===== src/rtl/bfly_seq_ctrl.sv =====
// Parametrised load/compute/display sequencer for the FFT butterfly datapath.
// Optional feature macro: BFLY_AUTO_DISPLAY_EN (timed display slots instead of ReadyIn-stepped).
module bfly_seq_ctrl #(
    parameter int NUM_LOADS   = 3,
    parameter int SPLIT_AT    = 2,
    parameter int SPLIT_STEPS = 3,
    parameter int CALC_STEPS  = 6,
    parameter int NUM_OUTS    = 4,
    parameter int DISP_HOLD   = 8
) (
    input  logic                  Clock,
    input  logic                  nReset,
    input  logic                  ReadyIn,
    input  logic                  Abort,
    output logic                  clear,
    output logic [NUM_LOADS-1:0]  load_en,
    output logic [CALC_STEPS-1:0] calc_en,
    output logic [NUM_OUTS-1:0]   disp_en,
    output logic                  busy,
    output logic                  done
);

    localparam int LW = (NUM_LOADS  > 1) ? $clog2(NUM_LOADS)  : 1;
    localparam int CW = (CALC_STEPS > 1) ? $clog2(CALC_STEPS) : 1;
    localparam int DW = (NUM_OUTS   > 1) ? $clog2(NUM_OUTS)   : 1;

    localparam logic [LW-1:0] LD_LAST  = LW'(NUM_LOADS - 1);
    localparam logic [LW-1:0] LD_SPLIT = LW'(SPLIT_AT - 1);
    localparam logic [CW-1:0] C_LAST   = CW'(CALC_STEPS - 1);
    localparam logic [CW-1:0] C_SPLIT  = CW'(SPLIT_STEPS - 1);
    localparam logic [DW-1:0] D_LAST   = DW'(NUM_OUTS - 1);
    localparam bit            HAS_SPLIT = (SPLIT_STEPS > 0);

    typedef enum logic [2:0] {IDLE, ARMED, LOADP, CALC, DISP} state_t;

    state_t        state;
    logic [LW-1:0] ldIdx;
    logic [CW-1:0] cIdx;
    logic [DW-1:0] dIdx;
    logic          readyQ;
    logic          doneQ;
    logic          rise;
    logic          dispStep;

    assign rise = ReadyIn & ~readyQ;

`ifdef BFLY_AUTO_DISPLAY_EN
    localparam int HW = (DISP_HOLD > 1) ? $clog2(DISP_HOLD) : 1;
    localparam logic [HW-1:0] HOLD_LAST = HW'(DISP_HOLD - 1);

    logic [HW-1:0] holdCnt;

    assign dispStep = (holdCnt == HOLD_LAST);

    // Held at zero outside DISP so every slot, including the first, lasts DISP_HOLD cycles.
    always_ff @(posedge Clock or negedge nReset) begin
        if (!nReset)
            holdCnt <= '0;
        else if (Abort || state != DISP || dispStep)
            holdCnt <= '0;
        else
            holdCnt <= holdCnt + 1'b1;
    end
`else
    assign dispStep = rise;
`endif

    always_ff @(posedge Clock or negedge nReset) begin
        if (!nReset) begin
            state  <= IDLE;
            ldIdx  <= '0;
            cIdx   <= '0;
            dIdx   <= '0;
            readyQ <= 1'b1;
            doneQ  <= 1'b0;
        end else begin
            readyQ <= ReadyIn;
            doneQ  <= 1'b0;
            if (Abort) begin
                state <= IDLE;
                ldIdx <= '0;
                cIdx  <= '0;
                dIdx  <= '0;
            end else begin
                case (state)
                    IDLE:  if (!ReadyIn) state <= ARMED;
                    ARMED: if (rise) state <= LOADP;
                    LOADP: begin
                        // ldIdx wraps to zero after the last load; CALC uses that as "no loads left".
                        if (ldIdx == LD_LAST) begin
                            ldIdx <= '0;
                            state <= CALC;
                        end else begin
                            ldIdx <= ldIdx + 1'b1;
                            state <= (HAS_SPLIT && ldIdx == LD_SPLIT) ? CALC : ARMED;
                        end
                    end
                    CALC: begin
                        if (cIdx == C_LAST) begin
                            cIdx  <= '0;
                            dIdx  <= '0;
                            state <= DISP;
                        end else begin
                            cIdx <= cIdx + 1'b1;
                            if (HAS_SPLIT && cIdx == C_SPLIT && ldIdx != '0)
                                state <= ARMED;
                        end
                    end
                    DISP: begin
                        if (dispStep) begin
                            if (dIdx == D_LAST) begin
                                dIdx  <= '0;
                                state <= IDLE;
                                doneQ <= 1'b1;
                            end else begin
                                dIdx <= dIdx + 1'b1;
                            end
                        end
                    end
                    default: state <= IDLE;
                endcase
            end
        end
    end

    always_comb begin
        clear   = (state == IDLE);
        busy    = (state != IDLE);
        done    = doneQ;
        load_en = '0;
        calc_en = '0;
        disp_en = '0;
        case (state)
            LOADP:   load_en = NUM_LOADS'(1) << ldIdx;
            CALC:    calc_en = CALC_STEPS'(1) << cIdx;
            DISP:    disp_en = NUM_OUTS'(1) << dIdx;
            default: ;
        endcase
    end

endmodule


===== config.mk =====
export PLATFORM = sky130hd
export DESIGN_NAME = bfly_seq_ctrl
export DESIGN_NICKNAME = d
export VERILOG_FILES = /design/src/rtl/bfly_seq_ctrl.sv
export SDC_FILE = /design/constraint.sdc
export NUM_CORES = 1
export LEC_CHECK = 0
export BUFFER_PORTS_ARGS = -buffer_cell sky130_fd_sc_hd__buf_2
export CORE_MARGIN = 2
export CORE_UTILIZATION = 30
export CTS_BUF_LIST = sky130_fd_sc_hd__clkbuf_8 sky130_fd_sc_hd__clkbuf_16
export CTS_CLUSTER_DIAMETER = 60
export DETAILED_ROUTE_END_ITERATION = 7
export PLACE_DENSITY = 0.51
export SKIP_LAST_GASP = 1
export SLEW_MARGIN = 20
export SYNTH_ARGS = -nofsm -noshare
export SYNTH_HDL_FRONTEND = slang
export SYNTH_SLANG_ARGS = --single-unit
export TNS_END_PERCENT = 20

===== constraint.sdc =====
create_clock -name Clock -period 4.4 [get_ports Clock]
set_clock_uncertainty 0.15 [all_clocks]
set_input_delay 0.44 -clock Clock [delete_from_list [all_inputs] [get_ports Clock]]
set_output_delay 0.44 -clock Clock [all_outputs]
set_load 0.05 [all_outputs]

==> impl_metrics.toml, run 1 <==
[floorplan]
core-area_um2 = 2690
die_area_um2 = 3180
rows = 19
die_w_um = 56.4
io-pin-count = 20
initial_utilization_pct = 30.7
fp.dieH_um = 56.4

[timing]
maxSlewViolCount = 0
relSlewSlack_pct = 59.1
setup_viol = 0
whs_ns = 0.209
worst_slew_pin_slew_ns = 0.612
finalHoldViolCount = 0
fmax_mhz = 384
period_needed_ns = 2.60
post-route-period-util_pct = 59.1
setup_tns_ns = 0
rsz0062_at_grt = "no"

[routing]
drt-total-wl_um = 1560
via_per_inst = 4.89
drtIter0Drc = 4
drcViolationCount = 0
vias = 675
drtPass1Iterations = 4
ant_nets = 0
routedWlPerCell_um = 11.3

[pwr]
combPwrFrac_pct = 8.6
powerDensity_nw_per_um2 = 255
clkPwrFrac_pct = 46.0
pwr-share-seq_pct = 45.3
internal_power_mw = 0.198
irDropWorstVdd_mv = 0.211
p_switching_mw = 0.0569
p_sw_share_pct = 22.3
p_leak_nw = 0.460

[worst_setup_path]
reg2reg_from = "state[2]"
rrSetupSlack_ns = 2.54
worstRegToRegCells = 3
crit_type = "reg2out"
cp_max_fo = 14
critical_path_required_ns = 3.81
endpoint_kind = "output port"
r2r_end = "cIdx[2]"
start_kind = "flop"
cp.arrival_ns = 2.01

[cells_and_area]
drive_gt1_share_pct = 25.2
area_growth_pct = 21.2
final_util_pct = 37.2
nNetsFinal = 121
diodes = 0

[global_routing]
grt_max_degree = 15
grt_busiest_layer = "met2"
grt.total_usage_pct = 11.3
use_met2_pct = 17.6
grt_util_met1_pct = 16.3
grt_overflow_total = 0
first_global_vias = 626
grt_pass1_wl_um = 2920
use_met3_pct = 2.53
antenna_found_initial = 0

[yosys]
yosysTopAreaCell = "dfrtp_1"
ys_seq_area_share_pct = 36.6
synth_area_leaders = "dfrtp_1, ha_1, and2_1"
yosysUniqueCellTypes = 30
postSynthCellCount = 87
yosysWarnings = 0
synth-edff-count = 0
synth_seq_cells = 12
synth_top_area_share_pct = 33.4
yosysMostFrequentCell = "dfrtp_1"
async_reset_ff_share_pct = 100
ys.flop_type = "dfrtp_1"
netlist_area_um2 = 825
synth_nets = 100
ys_top_cells_by_count = "dfrtp_1, inv_1, ha_1"
syn_area_per_cell_um2 = 9.48

[worst_hold_path]
worstHoldStart = "ReadyIn"
min_to = "readyQ"
hp-class = "in2reg"
whs_path_depth = 1

[cts]
cts-root-buf = "clkbuf_8"
cts_resized = 0
cts.sinks = 12
clkLatencyLatePin_ns = 0.23
htreeDepth = 1
cts_hold_buf = 1
cts_tree = "yes"
cts_buffers = 3
postCtsSetupBuffers = 0
clock_path_buffers = 2
clk_pin_slew_ns = 0.05

[job]
max_cap_viol_count = 0

[placement]
place_congestion = 0.779
dp_hpwl_um = 1160
io_buffer_count = 19

[status]
status = "finished clean"
## routing by layer
metal / vias up / share of wire, %
met5: - / 0
met4: 0 / 0
met3: 0 / 3.7
met2: 13 / 47
met1: 318 / 49
li1: 344 / -
## logic make-up (layout without fill, tap and decap cells)
group,count (synthesis),in the layout,share of synthesized area (%)
AO/OA/AOI/OAI,11,11,8.65
XOR/XNOR,1,1,1.06
adder cells (fa/ha/maj),9,9,13.7
buffers and inverters,14,34,7.44
flip-flops,12,12,36.6
multiplexers,2,2,2.43
AND/OR/NAND/NOR,38,38,30.2
## sequential cells by signal, summed over array words and instances, names as in the netlist
register	flops
cIdx	3
state	3
dIdx	2
ldIdx	2
done	1
readyQ	1
## metrics by stage
stage	total power, mW	setup slack, ns	cell area (µm²)	instances
2_1_floorplan	0.133	1.34	825	87
3_3_place_gp	0.139	2.11	935	133
3_5_place_dp	0.139	2.06	935	133
4_1_cts	0.261	1.80	1000	138
5_1_grt	0.268	1.62	1000	138
6_report	0.255	1.80	1000	138
## critical path, stage by stage, from the launching register on
cell and delay [ns]:
dfrtp_1 0.43, nand3b_1 0.47, or4_1 0.56, inv_1 0.07, buf_2 0.25
## cell usage in the layout, fill, tap and decap left out, drive strengths merged, types with 3 or more instances in the layout
| master | count |
|---|---|
| inv | 10 |
| dfrtp | 11 |
| buf | 19 |
| nor2 | 7 |
| nand3b | 5 |
| and2 | 8 |
| ha | 9 |
| clkbuf | 4 |
| a21oi | 5 |
| nor3b | 3 |
| nor4 | 3 |
## power by group through the flow
| stage | combinational [mW] | clock (mW) | sequential (mW) |
|---|---|---|---|
| after floorplan | 0.0172 | 0 | 0.115 |
| after global placement | 0.0219 | 0 | 0.117 |
| after detailed placement | 0.0219 | 0 | 0.117 |
| after CTS | 0.0226 | 0.123 | 0.115 |
| after global routing | 0.0247 | 0.127 | 0.116 |
| final | 0.0220 | 0.117 | 0.116 |
## worst max-delay path by stage
| stage | start | slack [ns] | endpoint | cells past startpoint |
|---|---|---|---|---|
| 3_3_place_gp | state[2] | 2.11 | calc_en[1] | 4 |
| 4_1_cts | state[2] | 1.80 | calc_en[1] | 4 |
| 2_1_floorplan | state[2] | 1.34 | calc_en[2] | 3 |
| 3_5_place_dp | state[2] | 2.06 | calc_en[1] | 4 |
| 5_1_grt | state[0] | 1.62 | calc_en[1] | 4 |
| 6_report | state[2] | 1.80 | calc_en[1] | 4 |
## final cells by class
class / count / area (µm²)
Fill cell: 292 / 1690
Multi-Input combinational cell: 61 / 462
Sequential cell: 12 / 302
Timing Repair Buffer: 20 / 105
Clock buffer: 4 / 55.1
Tap cell: 31 / 38.8
Inverter: 10 / 37.5
Note: power is estimated with default switching activity, not from simulation.
==> inputs of run 2 (changes only) <==
--- a/config.mk
+++ b/config.mk
@@ -5,13 +5,14 @@
 export SDC_FILE = /design/constraint.sdc
 export NUM_CORES = 1
 export LEC_CHECK = 0
+export ABC_AREA = 1
 export BUFFER_PORTS_ARGS = -buffer_cell sky130_fd_sc_hd__buf_2
 export CORE_MARGIN = 2
 export CORE_UTILIZATION = 30
 export CTS_BUF_LIST = sky130_fd_sc_hd__clkbuf_8 sky130_fd_sc_hd__clkbuf_16
 export CTS_CLUSTER_DIAMETER = 60
 export DETAILED_ROUTE_END_ITERATION = 7
-export PLACE_DENSITY = 0.51
+export PLACE_DENSITY = 0.5
 export SKIP_LAST_GASP = 1
 export SLEW_MARGIN = 20
 export SYNTH_ARGS = -nofsm -noshare
==> constraint.sdc (replaced) <==
create_clock -name Clock -period 2.7 [get_ports Clock]
set_clock_uncertainty 0.15 [all_clocks]
set_input_delay 0.27 -clock Clock [delete_from_list [all_inputs] [get_ports Clock]]
set_output_delay 0.27 -clock Clock [all_outputs]
set_load 0.05 [all_outputs]
==> impl_metrics.toml, run 2 <==
[worst_setup_path]
critical_path_required_ns = 2.28
cp_max_fo = 8
cpPeakStageDelay_ns = 0.43
cp.arrival_ns = 1.63
crit_type = "reg2out"
r2r_end = "dIdx[0]"
worstRegToRegCells = 6
start_kind = "flop"
cpMaxStageDelayCell = "dfrtp_1"
crit_chain = "inv_1 > nand3_1 > nor4_1 > buf_2"
rrSetupSlack_ns = 1.20
worstSetupStartpoint = "state[2]"
reg2reg_from = "state[2]"
endpoint_kind = "output port"

[routing]
drt-total-wl_um = 1940
drtIter0Drc = 35
drtPass1Iterations = 4
drcViolationCount = 0
via_per_inst = 4.64
vias = 835
ant_nets = 0
routedWlPerCell_um = 10.8

[cts]
cts_buffers = 3
cts.sinks = 12
postCtsSetupBuffers = 0
cts-root-buf = "clkbuf_8"
htreeDepth = 1
clkLatencyLatePin_ns = 0.24
cts_tree = "yes"
clock_path_buffers = 2
clk_pin_slew_ns = 0.05
cts_hold_buf = 1
cts_resized = 0

[yosys]
synth_nets = 139
ys_seq_area_share_pct = 33.9
ys_top_cells_by_count = "nand2_1, inv_1, nor2_1"
ys.flop_type = "dfrtp_1"
async_reset_ff_share_pct = 100
synth_seq_cells = 12
yosysMostFrequentCell = "nand2_1"
syn_area_per_cell_um2 = 7.06
postSynthCellCount = 126
netlist_area_um2 = 890
yosysTopAreaCell = "dfrtp_1"
synth_top_area_share_pct = 30.9
yosysWarnings = 0
yosysUniqueCellTypes = 21
synth_area_leaders = "dfrtp_1, ha_1, nand2_1"
synth-edff-count = 0

[floorplan]
io-pin-count = 20
rows = 19
core-area_um2 = 2780
die_area_um2 = 3420
die_w_um = 58.5
fp.dieH_um = 58.5
initial_utilization_pct = 32.0

[worst_hold_path]
whs_path_depth = 1
hp-class = "in2reg"
worstHoldStart = "ReadyIn"
min_to = "readyQ"

[cells_and_area]
area_growth_pct = 20.7
final_util_pct = 38.6
seq_area_um2 = 302
multiInputGateArea_um2 = 493
diodes = 0
final_common_cell = "nand2_1"
drive_gt1_share_pct = 21.5
top_regs = "cIdx: 3 flops, state: 3 flops"
nNetsFinal = 163
nFillCells = 289
final_cell_mix = "nand2_1, inv_1, buf_2, nor2_1, dfrtp_1"

[timing]
fmax_mhz = 488
relSlewSlack_pct = 72.2
period_needed_ns = 2.05
worst_slew_pin_slew_ns = 0.416
post-route-period-util_pct = 76.0
rsz0062_at_grt = "no"
finalHoldViolCount = 0
setup_viol = 0
maxSlewViolCount = 0
setup_tns_ns = 0
whs_ns = 0.0152

[pwr]
irDropWorstVdd_mv = 0.435
powerDensity_nw_per_um2 = 653
p_leak_nw = 0.596

[global_routing]
first_global_vias = 767
grt_pass1_wl_um = 3250
grt.total_usage_pct = 12.5
grt_max_degree = 14
grt_overflow_total = 0
antenna_found_initial = 0

[job]
max_cap_viol_count = 0

[placement]
place_congestion = 0.779
io_buffer_count = 19
dp_hpwl_um = 1500

[status]
status = "finished clean"
run 2: critical path, delay by kind of cell, from the launching register on:
family | cells | cell delay [ns]
buf+inv | 2 | 0.43
flops | 1 | 0.43
simple gates | 2 | 0.53
run 2: logic make-up (layout without fill, tap and decap cells):
kind of cell | after synthesis | after routing | synth area share, %
simple gates | 70 | 70 | 36.8
buf+inv | 25 | 48 | 10.7
flops | 12 | 12 | 33.9
compound gates | 10 | 10 | 5.91
fa+ha+maj | 9 | 9 | 12.7
run 2: worst max path at each step:
| stage | end | slack, ns |
|---|---|---|
| after floorplan | calc_en[1] | 0.09 |
| after global routing | calc_en[1] | 0.52 |
| after global placement | calc_en[2] | 1.0 |
| after CTS | calc_en[1] | 0.66 |
| after detailed placement | calc_en[1] | 0.93 |
| final | calc_en[1] | 0.65 |
run 2: final cells by class:
cell class | count | share of cell area [%]
Inverter | 24 | 8.39
Clock buffer | 3 | 3.85
Timing Repair Buffer | 20 | 9.79
Clock inverter | 1 | 0.350
Sequential cell | 12 | 28.1
Multi-Input combinational cell | 89 | 45.9
Tap cell | 31 | 3.61
run 2: stage by stage:
step / worst slack [ns] / cell area, µm² / cells / total power, mW
3_3_place_gp: 0.998 / 1020 / 175 / 0.535
2_1_floorplan: 0.0860 / 890 / 126 / 0.470
6_report: 0.649 / 1070 / 180 / 0.702
3_5_place_dp: 0.925 / 1020 / 175 / 0.535
5_1_grt: 0.519 / 1070 / 180 / 0.749
4_1_cts: 0.661 / 1070 / 180 / 0.707
run 2: where the power goes:
group	total, mW	internal, mW	switching, mW
Combinational	0.303	0.0790	0.224
Sequential	0.230	0.201	0.0288
Clock	0.169	0.100	0.0685
run 2: routing by layer:
| metal | global-route usage (%) | part of all wire, % | vias up |
|---|---|---|---|
| met5 | 0 | 0 | - |
| met4 | 5.98 | 0.67 | 0 |
| met3 | 1.98 | 4.0 | 2 |
| met2 | 19.9 | 47 | 16 |
| met1 | 16.4 | 49 | 380 |
| li1 | - | - | 437 |
